--- src/rtl/vga_rom_sprite_mover_pkg.sv ---
// Shared constants and types for the VGA ROM sprite source.
// Screen geometry, invalid-pixel marker and RGB565 colours.
package vga_rom_sprite_mover_pkg;

  localparam int H_VALID_DEF = 640;
  localparam int V_VALID_DEF = 480;

  localparam logic [9:0] PIX_INVALID = 10'h3FF;

  localparam logic [15:0] RGB_WHITE = 16'hFFFF;
  localparam logic [15:0] RGB_BLACK = 16'h0000;
  localparam logic [15:0] RGB_RED   = 16'hF800;
  localparam logic [15:0] RGB_GREEN = 16'h07E0;
  localparam logic [15:0] RGB_BLUE  = 16'h001F;

  typedef enum logic {
    DIR_POS = 1'b0,
    DIR_NEG = 1'b1
  } dir_e;

endpackage

--- src/rtl/vga_rom_sprite_mover_axis.sv ---
// One-axis position updater for the sprite mover.
// Moves pos by step per frame with bounce or wrap at [0, MAX].
module vga_rom_sprite_mover_axis
  import vga_rom_sprite_mover_pkg::*;
#(
  parameter int MAX  = 540,
  parameter int INIT = 0
) (
  input  logic       clk,
  input  logic       rst,
  input  logic       upd,
  input  logic       wrap,
  input  logic [3:0] step,
  output logic [9:0] pos,
  output logic       hit
);

  localparam logic [10:0] MAX_L = 11'(MAX);

  dir_e        dir_q;
  dir_e        dir_n;
  logic [9:0]  pos_n;
  logic        hit_n;
  logic [10:0] cur;
  logic [10:0] stp;
  logic [10:0] sum;
  logic [10:0] dif;

  assign cur = {1'b0, pos};
  assign stp = {7'd0, step};
  assign sum = cur + stp;
  assign dif = cur - stp;

  always_comb begin
    pos_n = pos;
    dir_n = dir_q;
    hit_n = 1'b0;
    if (upd && step != 4'd0) begin
      unique case (1'b1)
        (dir_q == DIR_POS) && wrap: begin
          if (sum > MAX_L) begin
            pos_n = '0;
            hit_n = 1'b1;
          end else begin
            pos_n = 10'(sum);
          end
        end
        (dir_q == DIR_POS) && !wrap: begin
          if (sum >= MAX_L) begin
            pos_n = 10'(MAX);
            dir_n = DIR_NEG;
            hit_n = 1'b1;
          end else begin
            pos_n = 10'(sum);
          end
        end
        (dir_q == DIR_NEG) && wrap: begin
          if (cur < stp) begin
            pos_n = 10'(MAX);
            hit_n = 1'b1;
          end else begin
            pos_n = 10'(dif);
          end
        end
        default: begin
          if (cur <= stp) begin
            pos_n = '0;
            dir_n = DIR_POS;
            hit_n = 1'b1;
          end else begin
            pos_n = 10'(dif);
          end
        end
      endcase
    end
  end

  always_ff @(posedge clk) begin
    if (rst) begin
      pos   <= 10'(INIT);
      dir_q <= DIR_POS;
      hit   <= 1'b0;
    end else begin
      pos   <= pos_n;
      dir_q <= dir_n;
      hit   <= hit_n;
    end
  end

endmodule

--- src/rtl/vga_rom_sprite_mover.sv ---
// ROM picture source for the VGA pipeline: draws and moves a sprite.
// pix_data follows rom_addr/rom_rd_en by ROM_LAT+1 clocks.
module vga_rom_sprite_mover
  import vga_rom_sprite_mover_pkg::*;
#(
  parameter int          H_VALID  = H_VALID_DEF,
  parameter int          V_VALID  = V_VALID_DEF,
  parameter int          PIC_W    = 100,
  parameter int          PIC_H    = 100,
  parameter int          ADDR_W   = 14,
  parameter int          ROM_LAT  = 1,
  parameter logic [15:0] BG_COLOR = RGB_WHITE,
  parameter int          INIT_X   = 0,
  parameter int          INIT_Y   = 0
) (
  input  logic              vga_clk,
  input  logic              sys_rst,
  input  logic [9:0]        pix_x,
  input  logic [9:0]        pix_y,
  input  logic [3:0]        step_x,
  input  logic [3:0]        step_y,
  input  logic              mode_wrap,
  input  logic              pause,
  output logic [ADDR_W-1:0] rom_addr,
  output logic              rom_rd_en,
  input  logic [15:0]       rom_data,
  output logic [15:0]       pix_data,
  output logic [9:0]        pic_x,
  output logic [9:0]        pic_y,
  output logic              edge_hit
);

  localparam int MAX_X = H_VALID - PIC_W;
  localparam int MAX_Y = V_VALID - PIC_H;

  logic        frame_tick;
  logic        upd;
  logic        hit_x;
  logic        hit_y;
  logic [10:0] dx;
  logic [10:0] dy;
  logic        in_x;
  logic        in_y;
  logic        in_pic;
  logic        in_pic_d;

  logic [ROM_LAT-1:0] vld_sh;

  assign frame_tick = (pix_x == 10'(H_VALID - 1)) &&
                      (pix_y == 10'(V_VALID - 1));
  assign upd = frame_tick && !pause;

  vga_rom_sprite_mover_axis #(
    .MAX  (MAX_X),
    .INIT (INIT_X)
  ) u_axis_x (
    .clk  (vga_clk),
    .rst  (sys_rst),
    .upd  (upd),
    .wrap (mode_wrap),
    .step (step_x),
    .pos  (pic_x),
    .hit  (hit_x)
  );

  vga_rom_sprite_mover_axis #(
    .MAX  (MAX_Y),
    .INIT (INIT_Y)
  ) u_axis_y (
    .clk  (vga_clk),
    .rst  (sys_rst),
    .upd  (upd),
    .wrap (mode_wrap),
    .step (step_y),
    .pos  (pic_y),
    .hit  (hit_y)
  );

  assign edge_hit = hit_x | hit_y;

  assign dx = {1'b0, pix_x} - {1'b0, pic_x};
  assign dy = {1'b0, pix_y} - {1'b0, pic_y};

  // Invalid marker is checked explicitly; it could otherwise fall inside a wide picture.
  assign in_x = (pix_x != PIX_INVALID) && (pix_x >= pic_x) &&
                (dx < 11'(PIC_W));
  assign in_y = (pix_y != PIX_INVALID) && (pix_y >= pic_y) &&
                (dy < 11'(PIC_H));
  assign in_pic = in_x && in_y;

  always_ff @(posedge vga_clk) begin
    if (sys_rst) begin
      rom_addr  <= '0;
      rom_rd_en <= 1'b0;
    end else begin
      rom_rd_en <= in_pic;
      if (in_pic) begin
        rom_addr <= ADDR_W'(dy) * ADDR_W'(PIC_W) + ADDR_W'(dx);
      end
    end
  end

  generate
    if (ROM_LAT == 1) begin : g_lat1
      always_ff @(posedge vga_clk) begin
        if (sys_rst) vld_sh <= '0;
        else         vld_sh <= rom_rd_en;
      end
    end else begin : g_latn
      always_ff @(posedge vga_clk) begin
        if (sys_rst) vld_sh <= '0;
        else         vld_sh <= {vld_sh[ROM_LAT-2:0], rom_rd_en};
      end
    end
  endgenerate

  assign in_pic_d = vld_sh[ROM_LAT-1];

  always_ff @(posedge vga_clk) begin
    if (sys_rst) pix_data <= RGB_BLACK;
    else         pix_data <= in_pic_d ? rom_data : BG_COLOR;
  end

endmodule

--- config.mk ---
export PLATFORM = sky130hd
export DESIGN_NAME = vga_rom_sprite_mover
export DESIGN_NICKNAME = d
export VERILOG_FILES = /design/src/rtl/vga_rom_sprite_mover_pkg.sv /design/src/rtl/vga_rom_sprite_mover_axis.sv /design/src/rtl/vga_rom_sprite_mover.sv
export SDC_FILE = /design/constraint.sdc
export NUM_CORES = 1
export LEC_CHECK = 0
export BUFFER_PORTS_ARGS = -buffer_cell sky130_fd_sc_hd__buf_2
export CORE_AREA = 2 2 108 110
export DETAILED_ROUTE_END_ITERATION = 8
export DIE_AREA = 0 0 110 112
export GPL_ROUTABILITY_DRIVEN = 0
export PLACE_DENSITY_LB_ADDON = 0.08
export SLEW_MARGIN = 20
export SYNTH_ARGS = -nofsm -noshare
export SYNTH_HDL_FRONTEND = slang
export SYNTH_SLANG_ARGS = --single-unit
--- constraint.sdc ---
create_clock -name vga_clk -period 6 [get_ports vga_clk]
set_input_delay 1.2 -clock vga_clk [delete_from_list [all_inputs] [get_ports vga_clk]]
set_output_delay 1.2 -clock vga_clk [all_outputs]
set_load 0.005 [all_outputs]
# Yosys cells after proc, flatten, opt, wreduce, memory -nomap -nowiden
# Index checks and enable logic that the tools add are counted.
[word_totals] out_inout_bits=52 inputBits=48 latch_bits=0 n_memories=0 ff_bits=56 ramBits=0 wordCells=97 mem_bits_ro=0
[classes] n_reduce_logical=27 div=0 eq_ne=6 bitwise_logic=7 n_lt_le_gt_ge=12 mux=27 add_sub_neg=7 mul=1 shift=0
[ops] op="2-to-1 mux 10 bit" count=8
[ops] op="one-hot mux 10 bit (3 select lines)" count=2
[ops] op="adder 10 x 4 -> 11 bit" count=2
[ops] op="less-than comparator 11 x 7 -> 1 bit (second input constant)" count=2
[ops] op="subtractor 10 x 10 -> 11 bit" count=2
[ops] op=">= comparator 10 bit" count=2
[ops] op="less-or-equal comparator 10 x 4 -> 1 bit" count=2
[ops] op="less-than comparator 10 x 4 -> 1 bit" count=2
[ops] op="!= test 10 bit (second input constant)" count=2
[ops] op="subtractor 10 x 4 -> 10 bit" count=2
[ops] op="2-to-1 mux 16 bit" count=1
[ops] op="logical AND 1 bit" count=15
[ops] op="adder 14 x 11 -> 14 bit" count=1
[ops] op="multiplier 11 x 5 -> 12 bit (second input constant)" count=1
[ops] op="2-to-1 mux 1 bit" count=12
[ops] op=">= comparator 11 x 10 -> 1 bit (second input constant)" count=1
[ops] op=">= comparator 11 x 9 -> 1 bit (second input constant)" count=1
[ops] op="greater-than comparator 11 x 10 -> 1 bit (second input constant)" count=1
[ops] op="greater-than comparator 11 x 9 -> 1 bit (second input constant)" count=1
[ops] op="equality test 10 bit (second input constant)" count=1
[ops] op="equality test 10 x 9 -> 1 bit (second input constant)" count=1
[ops] op="AND reduction 4 bit" count=2
[ops] op="nonzero test 4 bit" count=2
[ops] op="OR reduction 2 bit" count=4
[ops] op="other kinds (7)" count=17

# Logic depth before layout (Yosys ltp)
# Gate-level depths: netlist of the first run.
[depth] depth_word=6 depth_mapped=25 mapped_depth_nobuf=23

# By module
# From an unflattened synthesis of the first run, not the netlist that was laid out.
[hier_totals] hier_cells=769 area_unflattened_um2=6208.5
[modules_own_cells] mod="vga_rom_sprite_mover" seq_area_each_um2=640.6 n_inst=1 cells_per_inst=399 area_each_um2=3308.2
[modules_own_cells] mod="vga_rom_sprite_mover_axis at u_axis_x" seq_area_each_um2=240.2 n_inst=1 cells_per_inst=183 area_each_um2=1471.4
[modules_own_cells] mod="vga_rom_sprite_mover_axis at u_axis_y" seq_area_each_um2=240.2 n_inst=1 cells_per_inst=187 area_each_um2=1428.9

# Least setup slack after synthesis of the first run
# No wires, ideal clock.
[synth_path] path_type="input to register" startpoint="input pix_y[0]" endpoint="register rom_addr[13]" path_slack_ns=0.669 t_arrival_ns=5.203 path_stages=21 n_path_buf=0 setup_ns=0.128 cell_sequence="inv_1 ha_1 fa_1 nor2b_1 o22ai_1 xnor2_1 inv_1 ha_1 ha_1 inv_1 fa_1 inv_1 ha_1 o21a_1 o31a_1 or4b_2 nand3_1 nand3_1 xnor2_1 mux2i_1 nor2_1"
[synth_between] elab_chain_cells=4 elab_cells_between_ends=9
[synth_rtl] item="from (decl)" line="vga_rom_sprite_mover.sv:19" text="input logic [9:0] pix_y,"
[synth_rtl] item="parallel branches: the longest is 4 deep, another holds adder 14 x 11 -> 14 bit"
[synth_rtl] item="to (signal assigned)" line="vga_rom_sprite_mover.sv:98" text="rom_addr <= ADDR_W'(dy) * ADDR_W'(PIC_W) + ADDR_W'(dx);"
[synth_rtl] item="to (decl)" line="vga_rom_sprite_mover.sv:24" text="output logic [ADDR_W-1:0] rom_addr,"
# Several ways; the timed one is not identified.
# A chain may end at the register's enable or synchronous reset.

# Final worst setup path of the first run
# Same ends and word-level chain as after synthesis.

==> results.py, run 1 <==
metrics = {
    "outcome": {
        "outcome": "complete, no violations",
    },
    "worst_setup_path": {
        "reg2regPathDepth": 21,
        "path_class": "input pin to flip-flop",
        "worst_setup_path_start_kind": "input pin",
        "cp_max_fo": 4,
        "end_kind": "flip-flop",
        "crit_required_ns": 6.15,
        "crit_arrival_ns": 5.62,
    },
    "route": {
        "detail_route.wl_per_cell_um": 16.2,
        "drt_iter0_markers": 384,
        "drt.antenna.violating_nets": 0,
        "via_count": 5675,
        "drc": 0,
        "drtPass1Iterations": 4,
        "drt-total-wl_um": 15700,
        "viasPerCell": 5.86,
    },
    "logic_synthesis": {
        "yosysTopAreaCell": "dfxtp_1",
        "ys_seq_area_frac": 0.188,
        "yosys-top-cells-area": "dfxtp_1 19%, ha_1 15%, inv_1 5.4%, a21oi_1 4.6%, fa_1 4.4%",
        "synth_commonest_cells": "86 x inv_1, 71 x ha_1, 61 x nor2_1",
        "synth_cell_type_count": 86,
        "postSynthCellCount": 747,
        "synth_edf_count": 0,
        "yosysMostFrequentCell": "inv_1",
        "synthesis.area_mm2": 0.00595,
        "syn_area_per_cell_um2": 7.97,
        "synth_top_area_share": 0.188,
        "async_flop_share": 0,
        "synth_fp_nets": 879,
        "ys_ff_latch": 56,
        "synthFlopType": "dfxtp_1",
        "ys.warnings.count": 0,
    },
    "grt": {
        "antenna_found_initial": 0,
        "track_usage": 0.255,
        "grt_max_degree": 58,
        "grt_overflow": 0,
        "grt_pass1_wl_um": 25500,
        "grt_pass1_vias": 5399,
    },
    "sta": {
        "period_minus_slack_ns": 5.46,
        "fin_tns_setup_ns": 0,
        "final_hold_viol_count": 0,
        "rsz0062_at_grt": "no",
        "fmax_mhz": 183,
        "max_slew_margin": 0.289,
        "finClkSkew_ns": 0.0136,
        "worstMarginPinSlew_ns": 1.07,
        "setup_viol": 0,
        "drv_slew": 0,
        "period_share": 0.911,
    },
    "job": {
        "cap_violations": 0,
    },
    "clock_tree": {
        "cts_resized": 0,
        "cts_tree": "done",
        "path_clk_slew_ns": 0.07,
        "cts_buffer_depth": 2,
        "clk_latency_ns": 0.30,
        "cts_setup_buffers": 0,
        "htreeDepth": 2,
        "cts_hold_buf": 0,
        "cts_root_buffer": "clkbuf_16",
        "clock-sinks": 56,
        "numCtsBuffers": 5,
    },
    "die": {
        "core_mm2": 0.0112,
        "die-area_mm2": 0.0123,
        "rows": 39,
        "ios": 100,
        "chipWidth_um": 110,
        "die_y_um": 112,
        "start_util": 0.533,
    },
    "final_layout": {
        "diodes": 0,
        "seq_area_mm2": 0.00112,
        "nNetsFinal": 957,
        "multiInputGateArea_mm2": 0.00432,
        "syn2layout_area_growth_pct": 11.1,
        "drive_gt1_frac": 0.179,
        "nFillCells": 1074,
    },
    "power_and_ir_drop": {
        "p_leak_nw": 3.03,
        "p_per_area_mw_per_mm2": 202,
        "peakVddDrop_uv": 137,
        "power_mw": 1.34,
    },
    "worst_hold_path": {
        "hold_path_class": "flip-flop to flip-flop",
        "hold_depth": 2,
    },
    "placed_design": {
        "io_buffers": 99,
        "hpwl_um": 12500,
    },
}
-- path summary, 6_finish.rpt --
check | from | to | slack [ns]
min reg2reg | rom_addr[4]$_SDFFE_PP0P_ | rom_addr[4]$_SDFFE_PP0P_ | 0.45
max | pix_y[0] | rom_addr[13]$_SDFFE_PP0P_ | 0.54
max reg2reg | u_axis_y.pos[4]$_SDFFE_PP0P_ | rom_addr[13]$_SDFFE_PP0P_ | 0.65
min | rom_addr[4]$_SDFFE_PP0P_ | rom_addr[4]$_SDFFE_PP0P_ | 0.45
-- logic make-up (layout without fill, tap and decap cells) --
| logic type | Yosys count | count (layout) | share of synthesized area |
|---|---|---|---|
| and+or+nand+nor | 227 | 227 | 0.203 |
| buffers and inverters | 119 | 198 | 0.0862 |
| AOI/OAI and AO/OA | 212 | 212 | 0.254 |
| muxes | 14 | 14 | 0.0240 |
| adders and majority gates | 84 | 84 | 0.193 |
| DFF | 56 | 56 | 0.188 |
| xor gates and xnor gates | 35 | 35 | 0.0515 |
-- sequential cells by signal (all words and copies together) (netlist names) --
register	cells
u_axis_y.pos	10
rom_rd_en	1
pix_data	16
u_axis_x.dir_q	1
u_axis_x.hit	1
u_axis_x.pos	10
in_pic_d	1
u_axis_y.dir_q	1
rom_addr	14
u_axis_y.hit	1
-- area by class of cell --
class	count	share of cell area
Clock buffer	5	0.0189
Timing Repair Buffer	100	0.0760
Sequential cell	56	0.170
Tap cell	143	0.0271
Multi-Input combinational cell	572	0.653
Inverter	90	0.0513
Clock inverter	3	0.00397
-- per-layer routing --
metal	track usage	vias up	wire length (µm)
met3	0.0357	15	933
li1	-	2842	-
met1	0.347	2625	7310
met2	0.420	193	7200
met4	0.0684	0	214
met5	0	-	0
-- placed cells by master, fill, tap and decap left out, types with 11 or more instances in the layout --
cell / instances
inv_1: 86
dfxtp_1: 56
mux2i_1: 12
nor3_1: 14
nand3_1: 24
nand4_1: 12
nor2_1: 60
a21oi_1: 55
buf_2: 99
xnor2_1: 29
a21o_1: 16
o21ai_0: 28
fa_1: 13
nand2_1: 31
ha_1: 71
a31oi_1: 11
nor2b_1: 17
-- per-stage QoR --
| step | setup slack [ns] | std cells | utilization | area (µm²) | hold slack, ns |
|---|---|---|---|---|---|
| detailed placement | 0.211 | 961 | 0.578 | 6460 | 0.447 |
| finish | 0.536 | 969 | 0.592 | 6610 | 0.454 |
| global placement | 0.358 | 961 | 0.578 | 6460 | 0.441 |
| floorplan | 0.669 | 747 | - | 5950 | 0.448 |
| CTS | 0.532 | 969 | 0.592 | 6610 | 0.458 |
| global route | 0.122 | 969 | 0.592 | 6610 | 0.488 |
-- worst max-delay path, stage by stage --
cell and delay [ns]:
buf_2 0.09, inv_1 0.04, ha_1 0.23, fa_1 0.41, nor2b_1 0.17, o22ai_1 0.14
xnor2_1 0.26, inv_1 0.08, ha_1 0.30, ha_1 0.29, inv_1 0.05, fa_1 0.49
inv_1 0.04, ha_1 0.33, o21a_1 0.18, o31a_1 0.12, or4b_2 0.61, nand3_1 0.15
nand3_1 0.10, xnor2_1 0.14, mux2i_1 0.13, nor2_1 0.05
-- power breakdown --
part / switching (mW) / internal, mW
Combinational: 0.351 / 0.300
Clock: 0.149 / 0.158
Sequential: 0.00176 / 0.378
Total: 0.502 / 0.837
No activity file was read; power rests on OpenSTA's default activity.
==> inputs of run 2 (changes only) <==
- BUFFER_PORTS_ARGS: -buffer_cell sky130_fd_sc_hd__buf_2 -> unset
- DONT_BUFFER_PORTS: unset -> 1
- SKIP_LAST_GASP: unset -> 1
==> results.py, run 2 (synthesis gave the netlist of run 1 again) <==
metrics = {
    "worst_hold_path": {
        "hp-start": "rom_addr[1]$_SDFFE_PP0P_",
        "hold_depth": 2,
        "hold_path_class": "flip-flop to flip-flop",
    },
    "clock_tree": {
        "clk_latency_ns": 0.30,
        "htreeDepth": 2,
        "cts_resized": 0,
        "cts_buffer_depth": 2,
        "cts_hold_buf": 0,
        "cts_root_buffer": "clkbuf_16",
        "numCtsBuffers": 5,
        "cts_setup_buffers": 0,
        "clock-sinks": 56,
        "cts_tree": "done",
        "path_clk_slew_ns": 0.08,
    },
    "route": {
        "wl_met2_um": 6990,
        "via_count": 5393,
        "m1WireLength_um": 6810,
        "drt-total-wl_um": 15200,
        "drt.antenna.violating_nets": 0,
        "viasPerCell": 6.18,
        "route.met3.wl_um": 1170,
        "drc": 0,
        "drtPass1Iterations": 5,
        "drt_iter0_markers": 335,
        "detail_route.wl_per_cell_um": 17.5,
        "top_layer": "met4",
    },
    "placed_design": {
        "dp.cells": 863,
        "hpwl_um": 12200,
        "dp_slack_ns": 0.412,
        "io_buffers": 0,
        "place_area_mm2": 0.00597,
    },
    "final_layout": {
        "syn2layout_area_growth_pct": 2.96,
        "largest_reg_flops": 16,
        "largest-register": "pix_data",
        "reg_top3": "pix_data (16), rom_addr (14)",
        "most-common-layout-cells": "86 x inv_1, 71 x ha_1, 61 x nor2_1, 56 x dfxtp_1, 55 x a21oi_1",
        "instances_no_fill": 872,
        "nNetsFinal": 859,
        "drive_gt1_frac": 0.0673,
        "design_area_mm2": 0.00613,
        "mostFrequentLayoutCell": "inv_1",
    },
    "worst_setup_path": {
        "path_class": "flip-flop to flip-flop",
        "reg2regPathDepth": 21,
        "cp_max_fo": 11,
        "end_kind": "flip-flop",
        "crit_start": "u_axis_y.pos[4]$_SDFFE_PP0P_",
        "crit_required_ns": 6.20,
        "worst_setup_path_start_kind": "flip-flop",
        "reg2reg_from": "u_axis_y.pos[4]$_SDFFE_PP0P_",
        "crit_arrival_ns": 5.52,
    },
    "sta": {
        "finClkSkew_ns": 0.0110,
        "period_minus_slack_ns": 5.32,
        "worstMarginPinSlew_ns": 1.01,
        "fin_tns_setup_ns": 0,
        "final_hold_viol_count": 0,
        "setup_slack_ns": 0.679,
        "drv_slew": 0,
        "setup_viol": 0,
        "period_share": 0.887,
        "max_slew_margin": 0.323,
        "fmax_mhz": 188,
        "rsz0062_at_grt": "no",
    },
    "power_and_ir_drop": {
        "peakVddDrop_uv": 159,
        "p_leak_nw": 2.60,
        "p_per_area_mw_per_mm2": 214,
        "power_mw": 1.31,
    },
    "grt": {
        "grt_pass1_wl_um": 24600,
        "grt_pass1_vias": 5177,
        "grt_max_degree": 58,
        "antenna_found_initial": 1,
        "grt_overflow": 0,
        "track_usage": 0.247,
    },
    "die": {
        "rows": 39,
        "ios": 100,
        "die_y_um": 112,
        "core_mm2": 0.0112,
        "start_util": 0.533,
        "chipWidth_um": 110,
        "die-area_mm2": 0.0123,
    },
    "outcome": {
        "outcome": "complete, no violations",
    },
    "job": {
        "cap_violations": 0,
    },
}
==> run 2: cell types whose count changed in the layout (fill, tap and decap cells not counted), sizes merged <==
| cell | change |
|---|---|
| buf | -98 |
| clkinvlp | -2 |
| inv | +2 |
| diode | +1 |
==> run 2: area by class of cell <==
| type | count | area (µm²) |
|---|---|---|
| fillers | 1101 | 5050 |
| repair buffers | 2 | 15.0 |
| clock inverters | 3 | 28.8 |
| inverters | 90 | 339 |
| diodes | 1 | 2.50 |
| clock buffers | 5 | 125 |
| well taps | 143 | 179 |
| flip-flops and latches | 56 | 1120 |
| multi-input cells | 572 | 4320 |
==> run 2: final timing paths <==
check / slack (ns) / to
hold / removal: 0.48 / rom_addr[1]$_SDFFE_PP0P_
hold reg to reg: 0.48 / rom_addr[1]$_SDFFE_PP0P_
setup reg to reg: 0.68 / rom_addr[13]$_SDFFE_PP0P_
setup / recovery: 0.68 / rom_addr[13]$_SDFFE_PP0P_
==> run 2: worst max-delay path, stage by stage (launching register included) <==
cell and delay (ns):
dfxtp_1 0.60, clkinv_1 0.35, ha_1 0.47, a21o_1 0.20, a31oi_1 0.18, nand2_1 0.09
and2_1 0.19, o21ai_0 0.16, a21o_1 0.24, inv_1 0.07, ha_1 0.29, ha_1 0.27
inv_1 0.05, fa_1 0.53, inv_1 0.04, ha_1 0.33, or4b_2 0.60, nand3_1 0.14
nand3_1 0.10, xnor2_1 0.14, mux2i_1 0.12, nor2_1 0.05
==> run 2: routing by layer <==
| layer | GRT usage | up-vias |
|---|---|---|
| met1 | 0.326 | 2498 |
| met5 | 0 | - |
| met2 | 0.407 | 218 |
| met3 | 0.0410 | 20 |
| met4 | 0.0751 | 0 |
| li1 | - | 2657 |
==> run 2: through the flow <==
stage	utilization	hold slack (ns)
final	0.548	0.481
after global routing	0.548	0.503
after CTS	0.548	0.479
after detailed placement	0.534	0.469
after global placement	0.534	0.466
after floorplan	-	0.448
==> run 2: report_power, final <==
group          switching, mW  internal (mW)
registers            0.00348          0.378
clock network          0.154          0.161
logic                  0.328          0.285
total                  0.485          0.825
